--- config.mk ---
export PLATFORM = sky130hd
export DESIGN_NAME = apb3_master_mux
export DESIGN_NICKNAME = d
export VERILOG_FILES = /design/src/rtl/apb3_master_mux.sv
export SDC_FILE = /design/constraint.sdc
export NUM_CORES = 1
export LEC_CHECK = 0
export BUFFER_PORTS_ARGS = -buffer_cell sky130_fd_sc_hd__buf_4
export CAP_MARGIN = 5
export CORE_ASPECT_RATIO = 1.25
export CORE_MARGIN = 3
export CORE_UTILIZATION = 49
export DETAILED_ROUTE_END_ITERATION = 16
export HOLD_SLACK_MARGIN = 0.1
export PLACE_DENSITY = 0.83
export SLEW_MARGIN = 10
export SYNTH_ARGS = -nofsm -noshare
export SYNTH_HDL_FRONTEND = slang
export SYNTH_SLANG_ARGS = --single-unit
--- constraint.sdc ---
create_clock -name PCLK -period 2.35 [get_ports PCLK]
set_input_delay 0.47 -clock PCLK [delete_from_list [all_inputs] [get_ports PCLK]]
set_output_delay 0.47 -clock PCLK [all_outputs]
set_load 0.005 [all_outputs]
--- src/rtl/apb3_master_mux.sv ---
// APB3 master bridge: one user request at a time, routed to one of NUM_SLAVES slaves by address
// region, with wait states, PSLVERR capture, decode errors and a PREADY timeout watchdog.
module apb3_master_mux #(
  parameter int unsigned ADDR_WIDTH = 12,
  parameter int unsigned DATA_WIDTH = 8,
  parameter int unsigned NUM_SLAVES = 2,
  parameter int unsigned SLAVE_SPAN = 1024,
  parameter int unsigned TIMEOUT    = 16
) (
  input  logic                             PCLK,
  input  logic                             PRESETn,
  input  logic                             data_valid,
  input  logic                             data_dir,
  input  logic [ADDR_WIDTH-1:0]            addr,
  input  logic [DATA_WIDTH-1:0]            data,
  output logic                             req_ready,
  output logic                             transaction_done,
  output logic [DATA_WIDTH-1:0]            rdata,
  output logic                             resp_err,
  output logic                             resp_timeout,
  output logic [ADDR_WIDTH-1:0]            PADDR,
  output logic                             PWRITE,
  output logic [DATA_WIDTH-1:0]            PWDATA,
  output logic                             PENABLE,
  output logic [NUM_SLAVES-1:0]            PSEL,
  input  logic [NUM_SLAVES*DATA_WIDTH-1:0] PRDATA,
  input  logic [NUM_SLAVES-1:0]            PREADY,
  input  logic [NUM_SLAVES-1:0]            PSLVERR
);

  localparam int unsigned IdxW = (NUM_SLAVES > 1) ? $clog2(NUM_SLAVES) : 1;
  localparam int unsigned CntW = (TIMEOUT > 0) ? $clog2(TIMEOUT + 1) : 1;
  localparam logic [CntW-1:0] CntMax = CntW'(TIMEOUT);

  typedef enum logic [1:0] {StIdle, StSetup, StAccess, StDecerr} state_e;

  state_e          state_q;
  logic [IdxW-1:0] sel_q;
  logic [CntW-1:0] wait_cnt_q;

  logic [31:0]           req_idx;
  logic                  req_hit;
  logic [IdxW-1:0]       req_sel;
  logic                  sel_ready;
  logic                  sel_err;
  logic [DATA_WIDTH-1:0] sel_rdata;

  // Region decode of the incoming request address.
  always_comb begin
    req_idx = 32'(addr) / SLAVE_SPAN;
    req_hit = (req_idx < NUM_SLAVES);
    req_sel = req_idx[IdxW-1:0];
  end

  // Only the selected slave's response lane is ever observed.
  always_comb begin
    sel_ready = 1'b0;
    sel_err   = 1'b0;
    sel_rdata = '0;
    for (int i = 0; i < NUM_SLAVES; i++) begin
      if (sel_q == IdxW'(i)) begin
        sel_ready = PREADY[i];
        sel_err   = PSLVERR[i];
        sel_rdata = PRDATA[i*DATA_WIDTH +: DATA_WIDTH];
      end
    end
  end

  // The dead cycle after done stops a still-held data_valid from being taken twice.
  always_comb begin
    req_ready = (state_q == StIdle) && !transaction_done;
  end

  always_ff @(posedge PCLK) begin
    if (PRESETn) begin
      state_q          <= StIdle;
      sel_q            <= '0;
      wait_cnt_q       <= '0;
      PSEL             <= '0;
      PENABLE          <= 1'b0;
      PWRITE           <= 1'b0;
      PADDR            <= '0;
      PWDATA           <= '0;
      rdata            <= '0;
      resp_err         <= 1'b0;
      resp_timeout     <= 1'b0;
      transaction_done <= 1'b0;
    end else begin
      transaction_done <= 1'b0;
      unique case (state_q)
        StIdle: begin
          if (data_valid && req_ready) begin
            PADDR      <= addr;
            PWRITE     <= data_dir;
            PWDATA     <= data;
            sel_q      <= req_sel;
            wait_cnt_q <= '0;
            if (req_hit) begin
              PSEL    <= NUM_SLAVES'(1) << req_sel;
              state_q <= StSetup;
            end else begin
              state_q <= StDecerr;
            end
          end
        end
        StSetup: begin
          PENABLE <= 1'b1;
          state_q <= StAccess;
        end
        StAccess: begin
          if (sel_ready) begin
            // A ready arriving on the last permitted cycle still wins over the watchdog.
            resp_err     <= sel_err;
            resp_timeout <= 1'b0;
            if (!PWRITE) begin
              rdata <= sel_err ? '0 : sel_rdata;
            end
            PSEL             <= '0;
            PENABLE          <= 1'b0;
            transaction_done <= 1'b1;
            state_q          <= StIdle;
          end else if ((TIMEOUT != 0) && (wait_cnt_q == CntMax)) begin
            resp_err     <= 1'b1;
            resp_timeout <= 1'b1;
            if (!PWRITE) begin
              rdata <= '0;
            end
            PSEL             <= '0;
            PENABLE          <= 1'b0;
            transaction_done <= 1'b1;
            state_q          <= StIdle;
          end else begin
            wait_cnt_q <= wait_cnt_q + 1'b1;
          end
        end
        StDecerr: begin
          resp_err     <= 1'b1;
          resp_timeout <= 1'b0;
          if (!PWRITE) begin
            rdata <= '0;
          end
          transaction_done <= 1'b1;
          state_q          <= StIdle;
        end
        default: begin
          state_q <= StIdle;
        end
      endcase
    end
  end

endmodule

# Yosys cells after proc, flatten, opt, wreduce, memory -nomap -nowiden
# Cells that the tools add are included.
# word_totals
inputBits,44
ff_bits,43
output_inout_bits,36
elab_cells,71
# classes
n_eq_ne,10
n_lt_le_gt_ge,1
reduce_logical,14
mux,32
shift,1
add_sub_neg,1
# op_table
operator,n
8-bit two-way mux,6
8-bit case mux with 2 select lines,1
5-bit two-way mux,3
2-bit two-way mux,6
5-bit case mux with 2 select lines,1
1-bit two-way mux,9
1-bit case mux with 2 select lines,4
2-bit case mux with 4 select lines,1
2-bit AND reduction,4
4-bit AND reduction,2
2-bit inequality test (second input constant),3
3-bit inequality test (second input constant),2
2-bit nonzero test,3
5-bit by 1-bit adder with 5-bit output (second input constant),1
5-bit equality test (second input constant),1
2-bit equality test (second input constant),2
2-bit case mux with 2 select lines,1
3-bit AND reduction,1
2-bit by 1-bit equality test with 1-bit output (second input constant),1
1-bit logical AND,2
2-bit logical NOT,1
2-bit less-than comparator (second input constant),1
2-bit by 1-bit inequality test with 1-bit output (second input constant),1
1-bit by 1-bit << shifter with 2-bit output (first input constant),1
1-bit logical NOT,1

# Longest topological paths before layout
# Gate-level depths: netlist of run 1.
# depth
depth_word,5
mapped_depth,6
mapped_depth_nobuf,6

# Worst setup path after synthesis of run 1
# No wires, ideal clock.
# synth_timing
kind,flip-flop to flip-flop
startpoint,reg wait_cnt_q[0]
endpoint,reg rdata[0]
setup_ns,0.073
arrival_time_ns,1.539
path_buffers,0
path_stages_with_launch,7
required_ns,2.277
synth_period_minus_slack_ns,1.612
path_slack_ns,0.738
path_cell_list,dfxtp_1 -> inv_1 -> ha_1 -> and4bb_2 -> or3_4 -> a31oi_4 -> o2bb2ai_1
# synth_via
elab_chain_cells,3
# synth_rtl
element,line,source
start: declaration,39,logic [CntW-1:0] wait_cnt_q;
start signal: assignment,133,wait_cnt_q <= wait_cnt_q + 1'b1;
5-bit equality test,122,end else if ((TIMEOUT != 0) && (wait_cnt_q == CntMax)) begin
3-bit inequality test (no line),--,
3-bit AND reduction (no line),--,
end signal: assignment,116,rdata <= sel_err ? '0 : sel_rdata;
end: declaration,18,"output logic [DATA_WIDTH-1:0] rdata,"
# No other way between the ends.
# A chain may end at the register's enable or synchronous reset.

# Worst setup path in the final report of run 1
# layout_timing
startpoint,reg wait_cnt_q[0]
endpoint,reg wait_cnt_q[3]
# layout_via
elab_chain_cells,4
word_cells_on_any_way,7
classes_between,add/sub: 1; eq/ne: 2; mux: 3; reduce/logical: 1
# layout_rtl
element,line,source
5-bit by 1-bit adder with 5-bit output,133,
5-bit two-way mux,122,
5-bit two-way mux,111,if (sel_ready) begin
5-bit case mux with 2 select lines,90,unique case (state_q)
# Parallel ways exist; a longest one is shown, timed or not. The select of a mux whose other input is x is not followed.

==> run summary, run 1 <==
Worst path depth - 6
ys async rst share - 0%
EDFF count, synth - 0
r2r setup slk - 0.59 ns
final WL - 4132 microns
antenna cell count - 0
CP Launch Point - wait_cnt_q[0]
drt pass-1 iters - 4
setup violators final - 0
Yosys reg bits - 42
first-pass GRT wire length - 6617 microns
CP endpoint - wait_cnt_q[3]
worst-skew pair later-pin latency - 0.29 ns
die footprint - 4260 sq um
layout cell share with drive strength beyond 1 - 36.03%
Worst R2R Path Depth - 6
most used cells in the layout excluding fill and tap cells - 82 x buf_4, 46 x nand2_1, 42 x dfxtp_1
Critical path buffers and inverters - 1
postcts setup bufs - 0
CTS Hold Bufs - 0
Syn Inst Count - 194
cts repair resizes - 0
Worst Tran Pin Value - 0.5607 ns
leading cell type in the layout, fill and taps excluded - buf_4
Slowest cell on crit path - nor4_1
Yosys Warn Count - 0
crit path DAT - 2.00 ns
vias after detailed routing - 1622
Synth Net Count - 240
largest area contributor in the netlist - dfxtp_1
Final Max Tran Viols - 0
PwrDens - 719.0 nW/um^2
f_max - 568.2 MHz
drt drc - 0
Hold/Removal Path Class - primary input to register
Via-to-Cell Ratio - 5.249
Core Region - 3281 sq um
top area cells in the synthesized netlist - dfxtp_1 49%, nand2_1 10%, a21oi_1 6.7%
Die Height - 72.23 microns
Post-Syn Area per Cell - 8.862 sq um
number of global-route vias before repair - 1562
max cap viols - 0
setup TNS - 0 ns
final antenna-violating net count - 0
Cell Chain, Critical Path - inv_1 > ha_1 > and4bb_2 > nor4_1 > o21ai_0 > a21bo_2
nets - 317
GR Overflow Total - 0
Final Hold Vio Count - 0
clock sink total - 42
per-cell routed wire length - 13.37 microns
CTS tree - yes
# IOs - 80
reg2reg end - wait_cnt_q[3]
TritonCTS Buffers - 5
Max IR drop VDD - 677.5 uV
clock slew at reported path FFs - 0.08 ns
status - finished clean
initial antenna violation count - 0
CTS H-tree depth - 2
post-synthesis sequential area ratio - 48.91%
Clk Tree Root Cell - clkbuf_8
Starting DRT DRC Count - 26
Critical Path End Type - register
fin crit share - 74.89%
LEAKAGE - 1.093 nW
R2R Path Start - wait_cnt_q[0]
Clock Skews - 0.008493 ns
Synth top area share - 48.91%
synth unique cells - 39
DP HPWL - 3088 microns
final worst slack - 0.5902 ns
Clock Tree Buf Depth - 2
fin crit period - 1.760 ns
RSZ-0062 raised after global routing - false
# rows - 23
Slew HR - 62.57%
post-synthesis to final-layout area growth - 44.32%
Die Wd - 58.98 microns
Crit path max-delay family - simple AND/OR/NAND/NOR gates
CP Data Required Time - 2.59 ns
largest net degree at the start of global routing - 36
Initial Util - 52.40%
ys flop type - dfxtp_1
CP max stage delay - 0.46 ns
nature of the critical path startpoint - register
Cell Area, Synth - 1719 sq um
gr usage total - 20.11%
Port Buf Inserts - 79
critical path type - register to register
global placer's final weighted congestion - 0.7661
Place WS - 0.5104 ns
crit path max fanout - 6
[where the power goes]
part / internal (mW) / switching [mW]
logic: 0.161 / 0.139
clock network: 0.453 / 0.239
registers: 0.755 / 0.0366
total: 1.37 / 0.415
[worst reg2reg max path: cells and delay by family, from the launching register on]
family	cells	cell delay, ns
adder cells (fa/ha/maj)	1	0.19
AND/OR/NAND/NOR	2	0.71
AO/OA/AOI/OAI	2	0.38
flip-flops	1	0.35
buffers and inverters	1	0.07
[cell usage after synthesis (all sizes together), types with 2 or more instances]
master and instances:
nand2 46, dfxtp 42, a21oi 23, clkbuf 9
nor2 9, o2bb2ai 9, mux2i 8, inv 5
nor3 4, o21ai 4, buf 3, a211oi 2
a21bo 2, and2 2, ha 2, mux2 2
nand3 2, or3 2
[metrics by stage]
stage / hold WS (ns) / total power [mW] / instances / util (%) / instance area (sq um)
3_5_place_dp: 0.4466 / 1.110 / 301 / 71.28 / 2338
4_1_cts: 0.3781 / 1.800 / 309 / 75.63 / 2481
2_1_floorplan: 0.4527 / 0.9526 / 194 / - / 1719
5_1_grt: 0.3897 / 1.860 / 309 / 75.63 / 2481
6_report: 0.3846 / 1.784 / 309 / 75.63 / 2481
3_3_place_gp: 0.4423 / 1.103 / 301 / 71.28 / 2338
[final cells by class]
cell class | count | area [sq um]
repair buffers | 82 | 615.6
clock buffers | 6 | 82.58
clock inverters | 2 | 60.06
fillers | 254 | 799.5
inverters | 5 | 18.77
well taps | 37 | 46.29
flip-flops and latches | 42 | 840.8
multi-input cells | 135 | 817.0
[worst min path at each step]
stage	startpoint	to	slack, ns	cells after the start
floorplan	PADDR[0]	PADDR[0]	0.45	2
global placement	PWDATA[0]	PWDATA[0]	0.44	2
detailed placement	PADDR[1]	PADDR[1]	0.45	2
CTS	addr[10]	PSEL[0]	0.38	2
global route	addr[10]	PSEL[0]	0.39	2
finish	addr[10]	PSEL[0]	0.38	2
[kinds of logic (layout without fill, tap and decap cells)]
logic type                 count (synthesis)  in the layout  synth area share, %
AOI/OAI and AO/OA                         49             49                19.43
adders and majority gates                  2              2                1.455
buffers and inverters                     17             95                4.076
DFF                                       42             42                48.91
muxes                                     10             10                6.186
and+or+nand+nor                           74             74                19.94
[sequential cells by signal, indices dropped and copies added (netlist names)]
name and count:
wait_cnt_q 5, rdata 8, PWDATA 8, PENABLE 1, PADDR 12, state_q 2
PSEL 2, PWRITE 1, resp_timeout 1, resp_err 1, transaction_done 1
[layer usage]
metal  part of all wire (%)  GRT usage (%)  wire, microns  vias up
li1                       -              -              -      826
met1                     38          20.67           1555      737
met2                     52          35.63           2145       50
met3                    7.9          8.185            326        9
met4                    2.5          7.809            104        0
met5                      0              0              0        -
(Power assumes the default switching activity.)
==> run 2: changes to the inputs <==
--- a/config.mk
+++ b/config.mk
@@ -5,14 +5,15 @@
 export SDC_FILE = /design/constraint.sdc
 export NUM_CORES = 1
 export LEC_CHECK = 0
+export ABC_AREA = 1
 export BUFFER_PORTS_ARGS = -buffer_cell sky130_fd_sc_hd__buf_4
 export CAP_MARGIN = 5
 export CORE_ASPECT_RATIO = 1.25
 export CORE_MARGIN = 3
-export CORE_UTILIZATION = 49
+export CORE_UTILIZATION = 43
 export DETAILED_ROUTE_END_ITERATION = 16
 export HOLD_SLACK_MARGIN = 0.1
-export PLACE_DENSITY = 0.83
+export PLACE_DENSITY = 0.76
 export SLEW_MARGIN = 10
 export SYNTH_ARGS = -nofsm -noshare
 export SYNTH_HDL_FRONTEND = slang
==> constraint.sdc (replaced) <==
create_clock -name PCLK -period 1.55 [get_ports PCLK]
set_input_delay 0.31 -clock PCLK [delete_from_list [all_inputs] [get_ports PCLK]]
set_output_delay 0.31 -clock PCLK [all_outputs]
set_load 0.005 [all_outputs]
==> run summary, run 2 <==
leading cell type in the layout, fill and taps excluded - nand2_1
Post-Syn Area per Cell - 6.663 sq um (-25%)
Final Hold Vio Count - 0 (unchanged)
drt drc - 0 (unchanged)
Yosys reg bits - 42 (unchanged)
nature of the critical path startpoint - register
Synth Net Count - 338 (+41%)
Initial Util - 46.01% (-6.4 points)
Critical Path End Type - register
Synth top area share - 43.22% (-5.7 points)
postcts setup bufs - 0 (unchanged)
Core Util, Final - 66.01% (-9.6 points)
CP Launch Point - PADDR[10]
fin crit share - 93.59% (+19 points)
Clock Skews - 0.009639 ns (+0.001146 ns)
max cap viols - 0 (unchanged)
# fillers - 402 (+58%)
first-pass GRT wire length - 7962 microns (+20%)
clock sink total - 42 (unchanged)
final antenna-violating net count - 0 (unchanged)
DP Cell Count - 422 (+40%)
Starting DRT DRC Count - 106 (+310%)
CTS H-tree depth - 2 (unchanged)
initial antenna violation count - 0 (unchanged)
layout cell share with drive strength beyond 1 - 29.33% (-6.7 points)
crit path DAT - 1.68 ns (-0.32 ns)
biggest regs - PADDR x12, PWDATA x8, rdata x8
final WL - 4988 microns (+21%)
R2R Path Start - PADDR[10]
design area - 2791 sq um (+13%)
setup TNS - 0 ns (unchanged)
hold path startpoint - addr[3]
placed inst area - 2591 sq um (+11%)
post-synthesis to final-layout area growth - 43.47%
ys async rst share - 0% (unchanged)
Yosys Warn Count - 0 (unchanged)
Slew HR - 75.84% (+13 points)
Final Non-Filler Cells - 431 (+39%)
Die Height - 81.21 microns (+12%)
Worst R2R Path Depth - 7 (+1)
DP HPWL - 3653 microns (+18%)
global placer's final weighted congestion - 0.8431 (+10%)
# rows - 26 (+13%)
antenna cell count - 0 (unchanged)
status - finished clean
# IOs - 80 (unchanged)
EDFF count, synth - 0 (unchanged)
count leader, synth - nand2_1
RSZ-0062 raised after global routing - false
PwrDens - 1105 nW/um^2 (+54%)
TritonCTS Buffers - 5 (unchanged)
gr usage total - 18.97% (-1.1 points)
Max IR drop VDD - 783.9 uV (+16%)
die footprint - 5373 sq um (+26%)
Hold/Removal Path Class - primary input to register
fin crit period - 1.451 ns (-0.3092 ns)
LEAKAGE - 1.403 nW (+28%)
Cell Area, Synth - 1946 sq um (+13%)
setup violators final - 0 (unchanged)
critical path type - register to register
CP Data Required Time - 1.78 ns (-0.81 ns)
Port Buf Inserts - 79 (unchanged)
final worst slack - 0.09936 ns (-0.4908 ns)
ys flop type - dfxtp_1
max FFs per register - 12 (unchanged)
post-synthesis sequential area ratio - 43.22% (-5.7 points)
Clk Tree Root Cell - clkbuf_8
synth unique cells - 24 (-38%)
drt pass-1 iters - 4 (unchanged)
GR Overflow Total - 0 (unchanged)
Via-to-Cell Ratio - 4.773 (-9.1%)
Worst Tran Pin Value - 0.3623 ns (-0.1984 ns)
f_max - 689.4 MHz (+21%)
CTS tree - yes
worst-skew pair later-pin latency - 0.29 ns (about the same)
Place WS - 0.05105 ns (-0.4594 ns)
top area cells in the synthesized netlist - dfxtp_1 43%, nand2_1 22%, a21oi_1 7.2%
per-cell routed wire length - 11.57 microns (-13%)
Clock Tree Buf Depth - 2 (unchanged)
clock slew at reported path FFs - 0.08 ns (about the same)
Commonest cells post-synth - 116 x nand2_1, 42 x dfxtp_1, 28 x a21oi_1
most used cells in the layout excluding fill and tap cells - 114 x nand2_1, 86 x buf_4, 39 x dfxtp_1
Final Max Tran Viols - 0 (unchanged)
nets - 420 (+32%)
number of global-route vias before repair - 1929 (+23%)
CTS Hold Bufs - 0 (unchanged)
Largest Register - PADDR
largest net degree at the start of global routing - 28 (-22%)
Hold Path Depth - 3 (+1)
largest area contributor in the netlist - dfxtp_1
Die Wd - 66.17 microns (+12%)
Syn Inst Count - 292 (+51%)
Core Region - 4229 sq um (+29%)
crit path max fanout - 10 (+4)
vias after detailed routing - 2057 (+27%)
run 2: final cells by class:
class / count / area, sq um / area share [%]
multi-input cells: 212 / 985.9 / 35.32
clock buffers: 6 / 82.58 / 2.958
inverters: 27 / 102.6 / 3.675
flip-flops and latches: 42 / 844.6 / 30.26
clock inverters: 2 / 60.06 / 2.151
repair buffers: 86 / 645.6 / 23.13
well taps: 56 / 70.07 / 2.510
run 2: worst paths after layout:
kind | end | slack [ns]
min reg2reg | PSEL[1] | 0.46
max | rdata[4] | 0.1
max reg2reg | rdata[4] | 0.1
min | PADDR[3] | 0.26
run 2: what timing repair did:
item | 4_1_cts | 5_1_grt
hold endpoints to repair | 0 | 0
setup endpoints to repair | 0 | 17
gates resized for setup | 0 | 12
run 2: report_power, final:
group          leakage (nW)  internal (mW)  total [mW]  switching (mW)
logic                 0.986          0.357       0.764           0.406
registers             0.345           1.19        1.27          0.0796
clock network        0.0714          0.687        1.06           0.369
run 2: metrics by stage:
step                power [mW]  hold WS (ns)
global placement         2.011        0.4364
CTS                      3.085        0.2576
finish                   3.085        0.2639
detailed placement       2.021        0.4515
floorplan                1.687        0.4381
global route             3.280        0.2603
run 2: metal layers:
layer	share of wire [%]	global-route usage [%]
met3	11	8.575
met4	1.7	8.740
met5	0	0
met2	47	31.58
met1	40	20.39
run 2: kinds of logic after synthesis:
kind of cell / Yosys count / synth area share [%]
AO/OA/AOI/OAI: 36 / 9.646
XOR/XNOR: 2 / 0.9005
adder cells (fa/ha/maj): 2 / 1.286
buffers and inverters: 39 / 8.810
flip-flops: 42 / 43.22
AND/OR/NAND/NOR: 171 / 36.14
run 2: critical path: stages, from the launching register on:
cell     delay (ns)
dfxtp_1        0.40
inv_1          0.08
buf_4          0.17
o21ai_2        0.31
nand3_1        0.20
nand2_1        0.09
nor2_1         0.04
nor2_1         0.08
==> run 3: changes to the inputs <==
--- a/config.mk
+++ b/config.mk
@@ -10,10 +10,10 @@
 export CAP_MARGIN = 5
 export CORE_ASPECT_RATIO = 1.25
 export CORE_MARGIN = 3
-export CORE_UTILIZATION = 43
+export CORE_UTILIZATION = 45
 export DETAILED_ROUTE_END_ITERATION = 16
 export HOLD_SLACK_MARGIN = 0.1
-export PLACE_DENSITY = 0.76
+export PLACE_DENSITY = 0.75
 export SLEW_MARGIN = 10
 export SYNTH_ARGS = -nofsm -noshare
 export SYNTH_HDL_FRONTEND = slang
==> constraint.sdc (replaced) <==
create_clock -name PCLK -period 1.5 [get_ports PCLK]
set_input_delay 0.15 -clock PCLK [delete_from_list [all_inputs] [get_ports PCLK]]
set_output_delay 0.15 -clock PCLK [all_outputs]
set_load 0.005 [all_outputs]
==> run summary, run 3 (synthesized netlist as in run 2, its figures left out) <==
biggest regs - PADDR x12, PWDATA x8, rdata x8
largest net degree at the start of global routing - 28 (unchanged)
R2R Path Start - state_q[1]
setup violators final - 0 (unchanged)
final WL - 5196 microns (+4.2%)
max FFs per register - 12 (unchanged)
Die Height - 79.52 microns (-2.1%)
max cap viols - 0 (unchanged)
# rows - 26 (unchanged)
first-pass GRT wire length - 8100 microns (+1.7%)
critical path type - register to register
hold path startpoint - data[5]
r2r setup slk - 0.12 ns (+0.02 ns)
drt pass-1 iters - 4 (unchanged)
Total Power - 2.877 mW (-6.8%)
drt drc - 0 (unchanged)
CP Data Required Time - 1.69 ns (-0.09 ns)
hold endpoint - PWDATA[5]
fin crit share - 91.97% (-1.6 points)
f_max - 724.8 MHz (+5.1%)
vias after detailed routing - 2085 (+1.4%)
leading cell type in the layout, fill and taps excluded - nand2_1
TritonCTS Buffers - 5 (unchanged)
LEAKAGE - 1.385 nW (-1.2%)
Worst Tran Pin Value - 0.5001 ns (+0.1378 ns)
register area - 844.6 sq um (unchanged)
initial antenna violation count - 0 (unchanged)
most used cells in the layout excluding fill and tap cells - 114 x nand2_1, 85 x buf_4, 39 x dfxtp_1
Via-to-Cell Ratio - 4.826 (+1.1%)
Slew HR - 66.63% (-9.2 points)
reg2reg end - rdata[2]
# IOs - 80 (unchanged)
clock sink total - 42 (unchanged)
Port Buf Inserts - 79 (unchanged)
crit path max fanout - 8 (-2)
# fillers - 367 (-8.7%)
fin crit period - 1.380 ns (-0.07102 ns)
per-cell routed wire length - 12.03 microns (+3.9%)
PwrDens - 1038 nW/um^2 (-6.1%)
Worst R2R Path Depth - 7 (unchanged)
Multi-input gate area - 993.5 sq um (+0.76%)
CTS tree - yes
gr usage total - 19.35% (+0.38 points)
Final Max Tran Viols - 0 (unchanged)
number of global-route vias before repair - 1963 (+1.8%)
Clock Tree Buf Depth - 2 (unchanged)
Hold Path Depth - 3 (unchanged)
final worst slack - 0.1204 ns (+0.02102 ns)
Place WS - 0.02688 ns (-0.02417 ns)
status - finished clean
Critical Path End Type - register
Hold/Removal Path Class - primary input to register
final antenna-violating net count - 0 (unchanged)
Core Region - 4131 sq um (-2.3%)
layout cell share with drive strength beyond 1 - 29.52% (+0.19 points)
Final Hold Vio Count - 0 (unchanged)
Clock Skews - 0.007146 ns (-0.002493 ns)
Starting DRT DRC Count - 134 (+26%)
die footprint - 5153 sq um (-4.1%)
DP HPWL - 3758 microns (+2.9%)
DP Cell Count - 422 (unchanged)
post-synthesis to final-layout area growth - 42.51%
worst-skew pair later-pin latency - 0.29 ns (about the same)
global placer's final weighted congestion - 0.8409 (-0.26%)
antenna cell count - 0 (unchanged)
Initial Util - 47.09% (+1.1 points)
setup TNS - 0 ns (unchanged)
Largest Register - PADDR
nature of the critical path startpoint - register
nets - 421 (+0.24%)
CTS H-tree depth - 2 (unchanged)
crit path DAT - 1.57 ns (-0.11 ns)
Die Wd - 64.81 microns (-2.0%)
Core Util, Final - 67.11% (+1.1 points)
Max IR drop VDD - 636.5 uV (-19%)
Final Non-Filler Cells - 432 (+0.23%)
GR Overflow Total - 0 (unchanged)
Clk Tree Root Cell - clkbuf_8
clock slew at reported path FFs - 0.08 ns (about the same)
-- run 3: cell types whose count changed in the layout (fill, tap and decap cells not counted), sizes merged --
cell / before / now
dlygate4sd3: 0 / 1
inv: 26 / 27
bufinv: 2 / 0
clkinvlp: 0 / 1
-- run 3: worst max-delay path by stage --
stage / from / endpoint / slack (ns) / cells past startpoint
after global placement: PADDR[10] / rdata[4] / 0.09 / 7
after detailed placement: wait_cnt_q[0] / wait_cnt_q[3] / 0.03 / 10
after floorplan: wait_cnt_q[0] / rdata[5] / 0.18 / 11
after global routing: PADDR[10] / rdata[0] / -0.004 / 8
after CTS: wait_cnt_q[0] / wait_cnt_q[3] / 0.02 / 10
final: state_q[1] / rdata[2] / 0.12 / 7
-- run 3: critical path: stages, from the launching register on --
cell	delay (ns)
dfxtp_2	0.47
nand2_1	0.18
nor2_1	0.12
nand2_1	0.16
nand3_4	0.19
nand2_1	0.06
nand2_1	0.06
nor2_1	0.04
-- run 3: per-stage QoR --
| step | hold slack (ns) | area (sq um) |
|---|---|---|
| after floorplan | 0.2929 | 1946 |
| after global placement | 0.4017 | 2604 |
| after detailed placement | 0.4140 | 2604 |
| after CTS | 0.1005 | 2709 |
| after global routing | 0.1134 | 2773 |
| final | 0.1073 | 2773 |
-- run 3: repair_timing --
item                                   4_1_cts  5_1_grt
gates resized for setup                      0       14
endpoints found under the hold margin        1        0
setup endpoints to repair                    0       18
setup buffers                                0        0
hold buffers                                 1        0
-- run 3: area by class of cell --
type / instances / share of cell area [%]
inverter: 27 / 3.655
timing repair buffer: 87 / 24.10
tap: 56 / 2.527
sequential: 42 / 30.46
multi-input combinational: 212 / 35.83
clock buffer: 6 / 2.978
clock inverter: 2 / 0.4513
-- run 3: routing by layer --
layer | GRT usage [%] | vias up | share of wire, %
li1 | - | 1080 | -
met2 | 34.39 | 86 | 48
met5 | 0 | - | 0
met1 | 21.28 | 907 | 41
met4 | 7.188 | 0 | 1.9
met3 | 6.056 | 12 | 9.2
-- run 3: report_power, final --
group | internal (mW) | switching [mW] | total [mW] | leakage (nW)
clock | 0.370 | 0.386 | 0.756 | 0.0472
combinational | 0.383 | 0.427 | 0.810 | 0.993
sequential | 1.23 | 0.0846 | 1.31 | 0.345
total | 1.98 | 0.898 | 2.88 | 1.39
